### config.mk
export PLATFORM = sky130hd
export DESIGN_NAME = fetch_sequencer
export DESIGN_NICKNAME = d
export VERILOG_FILES = /design/src/rtl/fetch_sequencer.sv
export SDC_FILE = /design/constraint.sdc
export NUM_CORES = 1
export LEC_CHECK = 0
export CAP_MARGIN = 20
export CORE_MARGIN = 8
export CORE_UTILIZATION = 47
export DETAILED_ROUTE_END_ITERATION = 10
export HOLD_SLACK_MARGIN = 0.15
export PLACE_DENSITY = 0.84
export SLEW_MARGIN = 5
export SYNTH_ARGS = -nofsm -noshare
export SYNTH_HDL_FRONTEND = slang
export SYNTH_SLANG_ARGS = --single-unit
### constraint.sdc
create_clock -name clk -period 5.5 [get_ports clk]
set_input_delay 1.375 -clock clk [delete_from_list [all_inputs] [get_ports clk]]
set_output_delay 1.375 -clock clk [all_outputs]
set_load 0.01 [all_outputs]
### src/rtl/fetch_sequencer.sv
// fetch_sequencer
//   Instruction fetch sequencer. Drives a byte address to a combinational
//   instruction memory, registers the returned word, and walks the address
//   forward by one word per cycle. Supports stall, redirect (branch/jump),
//   halting on a HALT_WORD encoding, halting at the last memory word, and
//   halting with a fault on a misaligned or out-of-range redirect.
//
// Ports
//   clk             : clock, all state updates on the rising edge
//   rst_n           : asynchronous active-low reset
//   start           : leave IDLE, or restart from HALT (ignored in RUN/STALL)
//   stall           : hold pc, suppress instr_valid
//   redirect_valid  : load pc from redirect_addr (RUN/STALL only)
//   redirect_addr   : byte target address
//   instruction     : combinational memory read data at pc
//   pc              : byte address to instruction memory
//   instr_out       : registered fetched instruction
//   instr_valid     : instr_out holds a new instruction this cycle
//   halted          : sequencer is in HALT
//   fault           : HALT was entered because of a bad redirect target
//   fetch_count     : valid fetches since last start (optional counter)
//   dbg_state_o     : current FSM state encoding, for observation
//
// Configuration
//   FETCH_PERF_CNT_EN : when defined, fetch_count is a saturating counter;
//                       otherwise it is tied to zero and no flops exist.
//
// Output handshake: instr_valid is a single-cycle qualifier with no ready
// back-pressure. The consumer must take instr_out in the cycle instr_valid
// is high; stall is the only way to pause the instruction stream.
module fetch_sequencer #(
  parameter logic [31:0] RESET_PC   = 32'h0000_0000,
  parameter int unsigned IMEM_WORDS = 100,
  parameter logic [31:0] HALT_WORD  = 32'hFFFF_FFFF
) (
  input  logic        clk,
  input  logic        rst_n,
  input  logic        start,
  input  logic        stall,
  input  logic        redirect_valid,
  input  logic [31:0] redirect_addr,
  input  logic [31:0] instruction,
  output logic [31:0] pc,
  output logic [31:0] instr_out,
  output logic        instr_valid,
  output logic        halted,
  output logic        fault,
  output logic [15:0] fetch_count,
  output logic [1:0]  dbg_state_o
);

  typedef enum logic [1:0] {
    S_IDLE  = 2'd0,
    S_RUN   = 2'd1,
    S_STALL = 2'd2,
    S_HALT  = 2'd3
  } state_e;

  localparam logic [31:0] MEM_BYTES = 32'(IMEM_WORDS * 4);
  localparam logic [31:0] LAST_PC   = 32'((IMEM_WORDS - 1) * 4);

  state_e      state_q, state_d;
  logic [31:0] pc_q, pc_d;
  logic [31:0] instr_q, instr_d;
  logic        valid_q, valid_d;
  logic        fault_q, fault_d;
  logic        redirect_bad;
  logic        start_accept;

  // Targets must be word aligned and inside memory; anything else faults.
  assign redirect_bad = (redirect_addr[1:0] != 2'b00) || (redirect_addr >= MEM_BYTES);
  assign start_accept = start && ((state_q == S_IDLE) || (state_q == S_HALT));

  always_comb begin
    state_d = state_q;
    pc_d    = pc_q;
    instr_d = instr_q;
    valid_d = 1'b0;
    fault_d = fault_q;
    case (state_q)
      S_IDLE: begin
        if (start_accept) begin
          state_d = S_RUN;
          pc_d    = RESET_PC;
        end
      end
      S_RUN, S_STALL: begin
        if (redirect_valid) begin
          // Redirect beats stall; the fetch in this cycle is squashed.
          if (redirect_bad) begin
            state_d = S_HALT;
            fault_d = 1'b1;
          end else begin
            state_d = S_RUN;
            pc_d    = redirect_addr;
          end
        end else if (stall) begin
          state_d = S_STALL;
        end else if (state_q == S_STALL) begin
          // First cycle after a stall releases is a bubble, no fetch.
          state_d = S_RUN;
        end else begin
          instr_d = instruction;
          valid_d = 1'b1;
          // The halting word (or the last memory word) is still delivered;
          // pc stays on it rather than wrapping or running past memory.
          if ((instruction == HALT_WORD) || (pc_q == LAST_PC)) begin
            state_d = S_HALT;
          end else begin
            pc_d = pc_q + 32'd4;
          end
        end
      end
      S_HALT: begin
        if (start_accept) begin
          state_d = S_RUN;
          pc_d    = RESET_PC;
          fault_d = 1'b0;
        end
      end
      default: state_d = S_IDLE;
    endcase
  end

  always_ff @(posedge clk or negedge rst_n) begin
    if (!rst_n) begin
      state_q <= S_IDLE;
      pc_q    <= RESET_PC;
      instr_q <= '0;
      valid_q <= 1'b0;
      fault_q <= 1'b0;
    end else begin
      state_q <= state_d;
      pc_q    <= pc_d;
      instr_q <= instr_d;
      valid_q <= valid_d;
      fault_q <= fault_d;
    end
  end

`ifdef FETCH_PERF_CNT_EN
  logic [15:0] cnt_q, cnt_d;

  // Counts alongside valid_d so the count matches instr_valid in the same cycle.
  always_comb begin
    cnt_d = cnt_q;
    if (start_accept) begin
      cnt_d = '0;
    end else if (valid_d && (cnt_q != 16'hFFFF)) begin
      cnt_d = cnt_q + 16'd1;
    end
  end

  always_ff @(posedge clk or negedge rst_n) begin
    if (!rst_n) begin
      cnt_q <= '0;
    end else begin
      cnt_q <= cnt_d;
    end
  end

  assign fetch_count = cnt_q;
`else
  assign fetch_count = 16'h0000;
`endif

  assign pc          = pc_q;
  assign instr_out   = instr_q;
  assign instr_valid = valid_q;
  assign halted      = (state_q == S_HALT);
  assign fault       = fault_q;
  assign dbg_state_o = state_q;

endmodule
# == After elaboration in Yosys (flattened, before gate mapping) ==
# Index checks and enable logic that the tools add are counted.
# word_totals
ff_bits,68
in_bits,69
output_inout_bits,85
elab_cells,59
# classes
addsub,1
magnitude_cmp,1
n_eq_ne,14
mux,22
n_bitwise,3
reduce_logical,13
# op_table
cell,n
32-bit two-way mux,6
32-bit case mux with 2 select lines,1
"32-bit by 3-bit adder with 32-bit output, second input constant",1
"32-bit == test, second input constant",1
"32-bit by 9-bit == test with 1-bit output, second input constant",1
"32-bit by 9-bit >= comparator with 1-bit output, second input constant",1
2-bit two-way mux,6
"3-bit inequality test, second input constant",4
4-bit AND reduction,2
1-bit two-way mux,7
"5-bit inequality test, second input constant",1
5-bit AND reduction,1
"2-bit == test, second input constant",2
"2-bit by 1-bit inequality test with 1-bit output, second input constant",2
"2-bit inequality test, second input constant",2
2-bit case mux with 2 select lines,1
2-bit nonzero test,2
2-bit OR reduction,2
1-bit logical OR,3
1-bit NOT,3
"2-bit by 1-bit == test with 1-bit output, second input constant",1
2-bit logical NOT,1
1-bit case mux with 2 select lines,1
2-bit AND reduction,1
1-bit logical AND,1

# == Depth between registers and ports, before layout ==
# Gate-level depths: netlist (run 1).
# logic_depth
depth_word,7
depth_mapped,10

# == Least setup slack after synthesis (run 1) ==
# OpenSTA, ideal clock, no wires.
# synth_timing
path_type,input to register
from,input port redirect_addr[24]
to,register pc_q[11] (netlist: pc[11])
setup_ns,0.124
arrival_ns,3.349
t_required_ns,5.376
slack_ns,2.027
stages,8
n_path_buf,2
cell_sequence,or4_1 nor3_2 nand3_1 o41a_1 or2_1 buf_2 buf_6 a211o_1
# synth_via
elab_chain_len,4
# synth_rtl
item,line_no,source
start: declaration,41,"input logic [31:0] redirect_addr,"
32-bit by 9-bit >= comparator with 1-bit output,71,assign redirect_bad = (redirect_addr[1:0] != 2'b00) || (redirect_addr >= MEM_BYTES);
1-bit logical OR,71,
3-bit inequality test (no source line),n/a,
5-bit AND reduction (no source line),n/a,
end signal: assignment,134,pc_q <= pc_d;
end: declaration,63,"logic [31:0] pc_q, pc_d;"
# Every way passes these cells.
# A chain may end at the register's enable or synchronous reset.

# == Worst setup path after layout (run 1) ==
# layout_timing
from,input port redirect_addr[22]
to,register pc_q[16] (netlist: pc[16])
# The elaborated chain is that of the path after synthesis.

==> results.cfg, run 1 <==
[detailed_routing]
drtIter0Drc = 350
wirelength_mm = 13.1
drc = 0
drtPass1Iterations = 5
ant_nets = 0
vias_per_cell = 6.09
wl_per_cell_um = 20.4
vias = 3905

[timing]
relSlewSlack_pct = 34.9
final-hold-violation-count = 0
rsz0062_at_grt = false
period_minus_slack_ps = 4250
worst_pin_slew_ps = 977
final_min_period_over_clock_period_pct = 77.3
drv_slew = 0
finalSetupTns_ps = 0
fmax_ghz = 0.235
setup_viol = 0
clock_skew_ps = 8.28

[clocking]
cts_tree = done
clkSlewWorstSetupHoldPaths_ps = 80
root_buffer = clkbuf_8
post_cts_resized = 0
clock-sinks = 68
clockBufferDepth = 2
insertion_delay_ps = 360
htreeDepth = 3
cts_setup_buffers = 0
cts_made_buffers = 9
holdBufCountCts = 0

[power]
p_comb_share_pct = 49.2
p_leak_nw = 2.20
vdd_drop_max_uv = 293
power_switching_mw = 1.05
swShare_pct = 39.9
total_power_mw = 2.62
intPower_mw = 1.58
pwr_density_cell_mw_per_mm2 = 483
pwr-share-seq_pct = 35.6
clockPowerShare_pct = 15.2

[critical_path]
r2r-start = dbg_state_o[1]$_DFFE_PN0P_
path_class = input port to flop
start_kind = input port
worstPathArrival_ps = 4490
required_ps = 5740
r2r_slack_ps = 1860
path_max_fanout = 24
reg2regPathDepth = 9
r2r_end = pc[9]$_DFFE_PN0P_
crit_end = pc[16]$_DFFE_PN0P_
end_kind = flop
crit_start = redirect_addr[22]

[run_status]
status = finished, final reports clean

[yosys]
ys_warn_count = 0
synthDistinctLibCells = 55
ys.flop_type = dfrtp_1
ys_seq_area_share_pct = 44.0
synth-edff-count = 0
syn_area_sq_mm = 0.00386
syn_area_per_cell_sq_um = 9.56
synth_cells = 404
ys_seq_elements = 68
async_flop_share_pct = 100

[floorplan]
pin_count = 154
initial_core_util_pct = 47.7
die-area_sq_mm = 0.0114
die_w_um = 107
die_h_um = 107
design.core.area_sq_mm = 0.00809
placement_rows = 33

[placement]
portBuffers = 137
place_congestion = 0.937
dp_hpwl_mm = 9.76

[finish]
final_nets = 606
fill_cells = 666
final_layout_size_suffix_gt1_share_pct = 8.58
syn_to_final_growth_pct = 40.6
diodes = 0
final_common_cell = clkdlybuf4s50_1
mostFrequentLayoutCells = clkdlybuf4s50_1 (136), dfrtp_1 (68), nand2_1 (35)

[global_route]
grt-ovfl-total = 0
grt_usage_pct = 22.8
grt_pass1_vias = 3967
grt_first_pass_wirelength_mm = 20.7
antenna_found_initial = 0
grt_max_degree = 52

[hold_path]
holdCritPathClass = flop to flop

[job]
maxCapViolations = 0
==> critical path, stage by stage <==
cell and delay, ps:
clkdlybuf4s50_1 430, or4_1 490, nor3_2 110, nand3_1 180, o41a_1 800, or2_1 520
buf_4 270, a211o_1 300
==> state kept, by name, indices dropped and copies added, names as in the netlist <==
register / flops
dbg_state_o: 2
fault: 1
instr_out: 32
instr_valid: 1
pc: 32
==> kinds of logic after synthesis <==
kind of cell | share of synthesized area (%)
multiplexers | 9.84
other | 0.0971
flip-flops | 44.0
XOR/XNOR | 0.680
adder cells (fa/ha/maj) | 1.30
AND/OR/NAND/NOR | 21.1
AO/OA/AOI/OAI | 16.6
buffers and inverters | 6.28
==> cell type report <==
| cell class | count | area (sq um) | share of cell area (%) |
|---|---|---|---|
| Clock buffer | 9 | 124 | 2.28 |
| Clock inverter | 5 | 55.1 | 1.01 |
| Inverter | 6 | 22.5 | 0.415 |
| Multi-Input combinational cell | 305 | 1990 | 36.6 |
| Sequential cell | 68 | 1700 | 31.3 |
| Tap cell | 105 | 131 | 2.42 |
| Timing Repair Buffer | 143 | 1410 | 26.0 |
==> stage by stage <==
step           utilization (%)  cells  hold WS, ps  worst slack (ps)  cell area (sq um)
2_1_floorplan                -    419          529              2030               3920
3_3_place_gp              64.9    627          468               995               5250
3_5_place_dp              64.9    627          475               914               5250
4_1_cts                   67.1    641          499              1280               5430
5_1_grt                   67.1    641          518              1080               5430
6_report                  67.1    641          499              1250               5430
==> synth_stat cells, drive strengths merged (4+ instances only) <==
library cell	count	area share (%)
clkbuf	19	1.8
a211o	4	0.91
mux2	32	9.3
nor4	16	2.6
a221o	5	1.3
nor3	9	1.3
and2	5	0.81
o31ai	19	3.7
nor2	30	2.9
or4	6	1.2
a21oi	8	1.0
and3	6	0.97
nand4	18	2.9
dfrtp	68	44
ha	4	1.3
nand3	15	1.9
a22o	5	1.1
nor4b	4	0.91
nand2	35	3.4
o21ai	25	3.2
buf	21	3.9
inv	6	0.58
==> per-layer routing <==
metal | track usage [%] | vias up | share of wire, %
met2 | 34.8 | 256 | 45
met4 | 11.3 | 0 | 2.9
met1 | 25.5 | 1870 | 38
met5 | 0 | - | 0
li1 | - | 1744 | -
met3 | 12.0 | 35 | 15
==> power by group through the flow <==
stage	sequential (mW)	combinational (mW)	clock (mW)
floorplan	0.968	0.572	0
CTS	0.928	1.30	0.400
global route	0.965	1.39	0.421
global placement	0.920	1.26	0
detailed placement	0.936	1.28	0
finish	0.935	1.29	0.399
==> worst min path at each step <==
stage | from | to | slack [ps] | depth (start not counted)
after floorplan | instr_out[21]$_DFFE_PN0P_ | instr_out[21]$_DFFE_PN0P_ | 530 | 1
after global placement | instr_out[16]$_DFFE_PN0P_ | instr_out[16]$_DFFE_PN0P_ | 470 | 1
after detailed placement | instr_out[14]$_DFFE_PN0P_ | instr_out[14]$_DFFE_PN0P_ | 480 | 1
after CTS | instr_out[16]$_DFFE_PN0P_ | instr_out[16]$_DFFE_PN0P_ | 500 | 1
after global routing | instr_out[20]$_DFFE_PN0P_ | instr_out[20]$_DFFE_PN0P_ | 520 | 1
final | instr_out[28]$_DFFE_PN0P_ | instr_out[28]$_DFFE_PN0P_ | 500 | 1
(Power assumes the default switching activity.)
==> run 2: changes to the inputs <==
--- a/config.mk
+++ b/config.mk
@@ -7,10 +7,10 @@
 export LEC_CHECK = 0
 export CAP_MARGIN = 20
 export CORE_MARGIN = 8
-export CORE_UTILIZATION = 47
+export CORE_UTILIZATION = 44
 export DETAILED_ROUTE_END_ITERATION = 10
 export HOLD_SLACK_MARGIN = 0.15
-export PLACE_DENSITY = 0.84
+export PLACE_DENSITY = 0.79
 export SLEW_MARGIN = 5
 export SYNTH_ARGS = -nofsm -noshare
 export SYNTH_HDL_FRONTEND = slang
==> constraint.sdc (replaced) <==
create_clock -name clk -period 4.3 [get_ports clk]
set_input_delay 1.075 -clock clk [delete_from_list [all_inputs] [get_ports clk]]
set_output_delay 1.075 -clock clk [all_outputs]
set_load 0.01 [all_outputs]
==> run 2 against run 1 <==
  * Register-to-register slack worse by 1100 ps
  * Non-clock buffer count up 1
  * Die area up 5.8%
  * Count of clock-buffer cells in the layout up 1
  * Setup slack worse by 540 ps
  * First-iteration DRC count down 25%
  * Utilization down 3.6 points
  * Critical path depth down 1
  * Sequential cell count unchanged
  * Global-route usage down 0.63 points
  * Cell count up 0.94%
  * Critical endpoint is now pc[19]$_DFFE_PN0P_
  * Largest power group unchanged
  * Highest routed layer unchanged
==> results.cfg, run 2 (synthesis gave the netlist of run 1 again) <==
[run_status]
status = finished, final reports clean

[floorplan]
die-area_sq_mm = 0.0120
die_h_um = 110
placement_rows = 34
pin_count = 154
die_w_um = 110
design.core.area_sq_mm = 0.00864
initial_core_util_pct = 44.7

[timing]
period_minus_slack_ps = 3600
rsz0062_at_grt = false
layout_setup_ws_ps = 703
final-hold-violation-count = 0
finalSetupTns_ps = 0
setup_viol = 0
clock_skew_ps = 9.74
drv_slew = 0
fmax_ghz = 0.278
relSlewSlack_pct = 34.5
worst_pin_slew_ps = 982
final_min_period_over_clock_period_pct = 83.7

[finish]
final_nets = 607
syn_to_final_growth_pct = 42.1
fill_cells = 747
final_layout_size_suffix_gt1_share_pct = 9.09
layout.cells.non_filler = 647
diodes = 0
final_common_cell = clkdlybuf4s50_1
final_core_util_pct = 63.6
mostFrequentLayoutCells = clkdlybuf4s50_1 (136), dfrtp_1 (68), nand2_1 (35)

[clocking]
htreeDepth = 3
clkSlewWorstSetupHoldPaths_ps = 80
post_cts_resized = 0
insertion_delay_ps = 350
root_buffer = clkbuf_8
clock-sinks = 68
cts_tree = done
clockBufferDepth = 2
cts_setup_buffers = 0
cts_made_buffers = 9
holdBufCountCts = 0

[detailed_routing]
drc = 0
vias = 3869
drtIter0Drc = 261
wirelength_mm = 12.9
ant_nets = 0
wl_per_cell_um = 20.0
vias_per_cell = 5.98
drtPass1Iterations = 5

[critical_path]
path_max_fanout = 26
worstPathArrival_ps = 3830
critPathSlowestCell = or2_1
crit_chain = clkdlybuf4s50_1 > or4_1 > nor3_2 > nand3_1 > o41a_1 > or2_1 > a221o_1
path_class = input port to flop
required_ps = 4530
cp_slowest_stage_delay_ps = 580
cp.buffers_inverters = 1
end_kind = flop
start_kind = input port
cp_top_family = simple AND/OR/NAND/NOR gates

[global_route]
grt_max_degree = 43
grt_pass1_vias = 4096
antenna_found_initial = 0
grt_first_pass_wirelength_mm = 20.9
grt-ovfl-total = 0
grt_usage_pct = 22.1

[placement]
place_ws_ps = 344
place_congestion = 0.915
dp_cells = 631
dp_hpwl_mm = 9.56
portBuffers = 137

[job]
maxCapViolations = 0

[power]
total_power_mw = 3.44
vdd_drop_max_uv = 457
pwr_density_cell_mw_per_mm2 = 627
p_leak_nw = 2.23

[hold_path]
holdCritPathClass = flop to flop
==> run 2: layout make-up <==
cell class	count	area (sq um)	share of cell area [%]
Tap cell	108	135	2.46
Clock inverter	6	87.6	1.60
Timing Repair Buffer	144	1420	25.8
Sequential cell	68	1700	31.0
Multi-Input combinational cell	305	1990	36.2
Inverter	6	22.5	0.410
Clock buffer	10	138	2.51
==> run 2: path summary, 6_finish.rpt <==
| kind | startpoint | cells past startpoint | slack [ps] | to |
|---|---|---|---|---|
| setup / recovery | redirect_addr[24] | 7 | 700 | pc[19]$_DFFE_PN0P_ |
| hold / removal | instr_out[23]$_DFFE_PN0P_ | 1 | 490 | instr_out[23]$_DFFE_PN0P_ |
| setup reg to reg | dbg_state_o[1]$_DFFE_PN0P_ | 7 | 760 | pc[19]$_DFFE_PN0P_ |
| hold reg to reg | instr_out[23]$_DFFE_PN0P_ | 1 | 490 | instr_out[23]$_DFFE_PN0P_ |
| max in group asynchronous | rst_n | 2 | 2990 | instr_out[31]$_DFFE_PN0P_ |
| min in group asynchronous | rst_n | 1 | 540 | pc[3]$_DFFE_PN0P_ |
==> run 2: metrics by stage <==
stage | area, sq um | hold WS, ps
6_report | 5490 | 495
5_1_grt | 5490 | 508
4_1_cts | 5490 | 500
3_5_place_dp | 5270 | 479
3_3_place_gp | 5270 | 466
2_1_floorplan | 3920 | 529
==> run 2: report_power, final <==
| group | total [mW] | switching (mW) | internal [mW] | leakage [nW] |
|---|---|---|---|---|
| Combinational | 1.64 | 0.785 | 0.854 | 1.26 |
| Clock | 0.605 | 0.262 | 0.342 | 0.116 |
| Sequential | 1.20 | 0.297 | 0.903 | 0.855 |
| Total | 3.44 | 1.34 | 2.10 | 2.23 |
==> run 2: metal layers <==
layer | track usage, % | vias up | routed length [um]
met5 | 0 | - | 0
met4 | 10.7 | 0 | 246
met3 | 9.96 | 21 | 1930
met2 | 34.4 | 234 | 5790
met1 | 25.5 | 1860 | 4980
li1 | - | 1754 | -
==> run 3: changes to the inputs <==
--- a/config.mk
+++ b/config.mk
@@ -7,10 +7,10 @@
 export LEC_CHECK = 0
 export CAP_MARGIN = 20
 export CORE_MARGIN = 8
-export CORE_UTILIZATION = 44
+export CORE_UTILIZATION = 40
 export DETAILED_ROUTE_END_ITERATION = 10
 export HOLD_SLACK_MARGIN = 0.15
-export PLACE_DENSITY = 0.79
+export PLACE_DENSITY = 0.76
 export SLEW_MARGIN = 5
 export SYNTH_ARGS = -nofsm -noshare
 export SYNTH_HDL_FRONTEND = slang
==> constraint.sdc (replaced) <==
create_clock -name clk -period 3.1 [get_ports clk]
set_input_delay 0.775 -clock clk [delete_from_list [all_inputs] [get_ports clk]]
set_output_delay 0.775 -clock clk [all_outputs]
set_load 0.01 [all_outputs]
==> run 3 against run 2 <==
  * Non-clock buffer count rose by 23
  * Wire length rose by 1.5%
  * Power rose by 41%
  * Cell count rose by 7.4%
  * Sequential power rose by 37%
  * Clock power rose by 34%
  * Register-to-register slack got worse by 430 ps
  * Final area rose by 4.1%
  * Sequential cell count did not move
  * Utilization fell by 4.0 points
  * Combinational power rose by 47%
  * Critical path depth rose by 1
  * Critical endpoint is now pc[31]$_DFFE_PN0P_
==> results.cfg, run 3 (synthesis gave the netlist of run 1 again) <==
[run_status]
status = finished, final reports clean

[critical_path]
worstPathArrival_ps = 3190
r2r_end = pc[29]$_DFFE_PN0P_
path_max_fanout = 5
r2r-start = dbg_state_o[1]$_DFFE_PN0P_
end_kind = flop
reg2regPathDepth = 10
required_ps = 3330
path_class = input port to flop
r2r_slack_ps = 330
start_kind = input port

[clocking]
cts_tree = done
cts_made_buffers = 9
cts_setup_buffers = 0
root_buffer = clkbuf_8
post_cts_resized = 0
clkSlewWorstSetupHoldPaths_ps = 70
insertion_delay_ps = 350
clock-sinks = 68
clockBufferDepth = 2
htreeDepth = 3
holdBufCountCts = 0

[floorplan]
placement_rows = 36
design.core.area_sq_mm = 0.00959
die_w_um = 114
initial_core_util_pct = 40.3
die_h_um = 114
pin_count = 154
die-area_sq_mm = 0.0131

[timing]
drv_slew = 0
rsz0062_at_grt = false
setup_viol = 0
worst_pin_slew_ps = 741
final_min_period_over_clock_period_pct = 95.7
finalSetupTns_ps = 0
final-hold-violation-count = 0
relSlewSlack_pct = 50.2
clock_skew_ps = 12.1
period_minus_slack_ps = 2970
fmax_ghz = 0.337

[power]
p_leak_nw = 2.34
total_power_mw = 4.86
p_comb_share_pct = 49.6
pwr_density_cell_mw_per_mm2 = 850
clockPowerShare_pct = 16.6
intPower_mw = 2.99
pwr-share-seq_pct = 33.8
swShare_pct = 38.6
power_switching_mw = 1.88
vdd_drop_max_uv = 458

[finish]
final_nets = 630
layout.cells.non_filler = 695
diodes = 0
final_layout_size_suffix_gt1_share_pct = 12.8
mostFrequentLayoutCells = clkdlybuf4s50_1 (136), dfrtp_1 (68), nand2_1 (35)
syn_to_final_growth_pct = 48.0
final_common_cell = clkdlybuf4s50_1
final_core_util_pct = 59.6

[placement]
dp_hpwl_mm = 10.1
portBuffers = 137
place_congestion = 0.905
dp_cells = 679

[detailed_routing]
vias = 3915
wirelength_mm = 13.1
drc = 0
drtIter0Drc = 216
drtPass1Iterations = 5
vias_per_cell = 5.63
wl_per_cell_um = 18.9
ant_nets = 0

[global_route]
grt-ovfl-total = 0
grt_pass1_vias = 4063
grt_first_pass_wirelength_mm = 21.3
grt_usage_pct = 20.8
antenna_found_initial = 0
grt_max_degree = 45

[hold_path]
holdCritPathClass = input port to asynchronous set/reset pin

[job]
maxCapViolations = 0
[run 3: cell types whose count changed in the layout (fill, tap and decap cells not counted), sizes merged]
cell,previous run,this run
clkinvlp,0,1
buf,8,31
clkbuf,10,9
[run 3: how the worst max path moves through the flow]
stage / startpoint / to / slack [ps] / cells after the start
2_1_floorplan: redirect_addr[24] / pc[22]$_DFFE_PN0P_ / 230 / 8
3_3_place_gp: redirect_addr[24] / pc[11]$_DFFE_PN0P_ / -180 / 8
3_5_place_dp: redirect_addr[24] / pc[31]$_DFFE_PN0P_ / -240 / 8
4_1_cts: redirect_addr[24] / pc[31]$_DFFE_PN0P_ / 140 / 8
5_1_grt: redirect_addr[24] / pc[11]$_DFFE_PN0P_ / 70 / 8
6_report: redirect_addr[24] / pc[31]$_DFFE_PN0P_ / 130 / 8
[run 3: area by class of cell]
cell class | instances | area (sq um)
clock buffer | 9 | 124
sequential | 68 | 1700
clock inverter | 7 | 91.3
fill | 831 | 3880
multi-input combinational | 305 | 2000
tap | 133 | 166
timing repair buffer | 167 | 1620
inverter | 6 | 22.5
[run 3: through the flow]
| step | setup WS, ps | cell area (sq um) | hold slack [ps] |
|---|---|---|---|
| 2_1_floorplan | 227 | 3920 | 479 |
| 3_3_place_gp | -177 | 5490 | 468 |
| 3_5_place_dp | -244 | 5490 | 474 |
| 4_1_cts | 143 | 5710 | 403 |
| 5_1_grt | 65.8 | 5720 | 435 |
| 6_report | 134 | 5720 | 404 |
[run 3: metal layers]
layer | track usage (%) | wire length [um] | part of all wire [%]
met1 | 23.0 | 4890 | 37
met2 | 32.3 | 5870 | 45
met3 | 10.8 | 2010 | 15
met4 | 10.0 | 368 | 2.8
met5 | 0 | 0 | 0
[run 3: critical path: stages]
cell             delay [ps]
clkdlybuf4s50_1         400
or4_1                   540
nor3_2                  110
nand3_1                 150
o41a_1                  450
or2_1                   250
buf_4                   170
a221o_1                 350
[run 3: power groups by stage]
stage	Combinational (mW)	Sequential [mW]	Clock, mW
2_1_floorplan	1.02	1.72	0
3_3_place_gp	2.36	1.63	0
3_5_place_dp	2.41	1.64	0
4_1_cts	2.43	1.64	0.834
5_1_grt	2.61	1.70	0.866
6_report	2.41	1.64	0.808
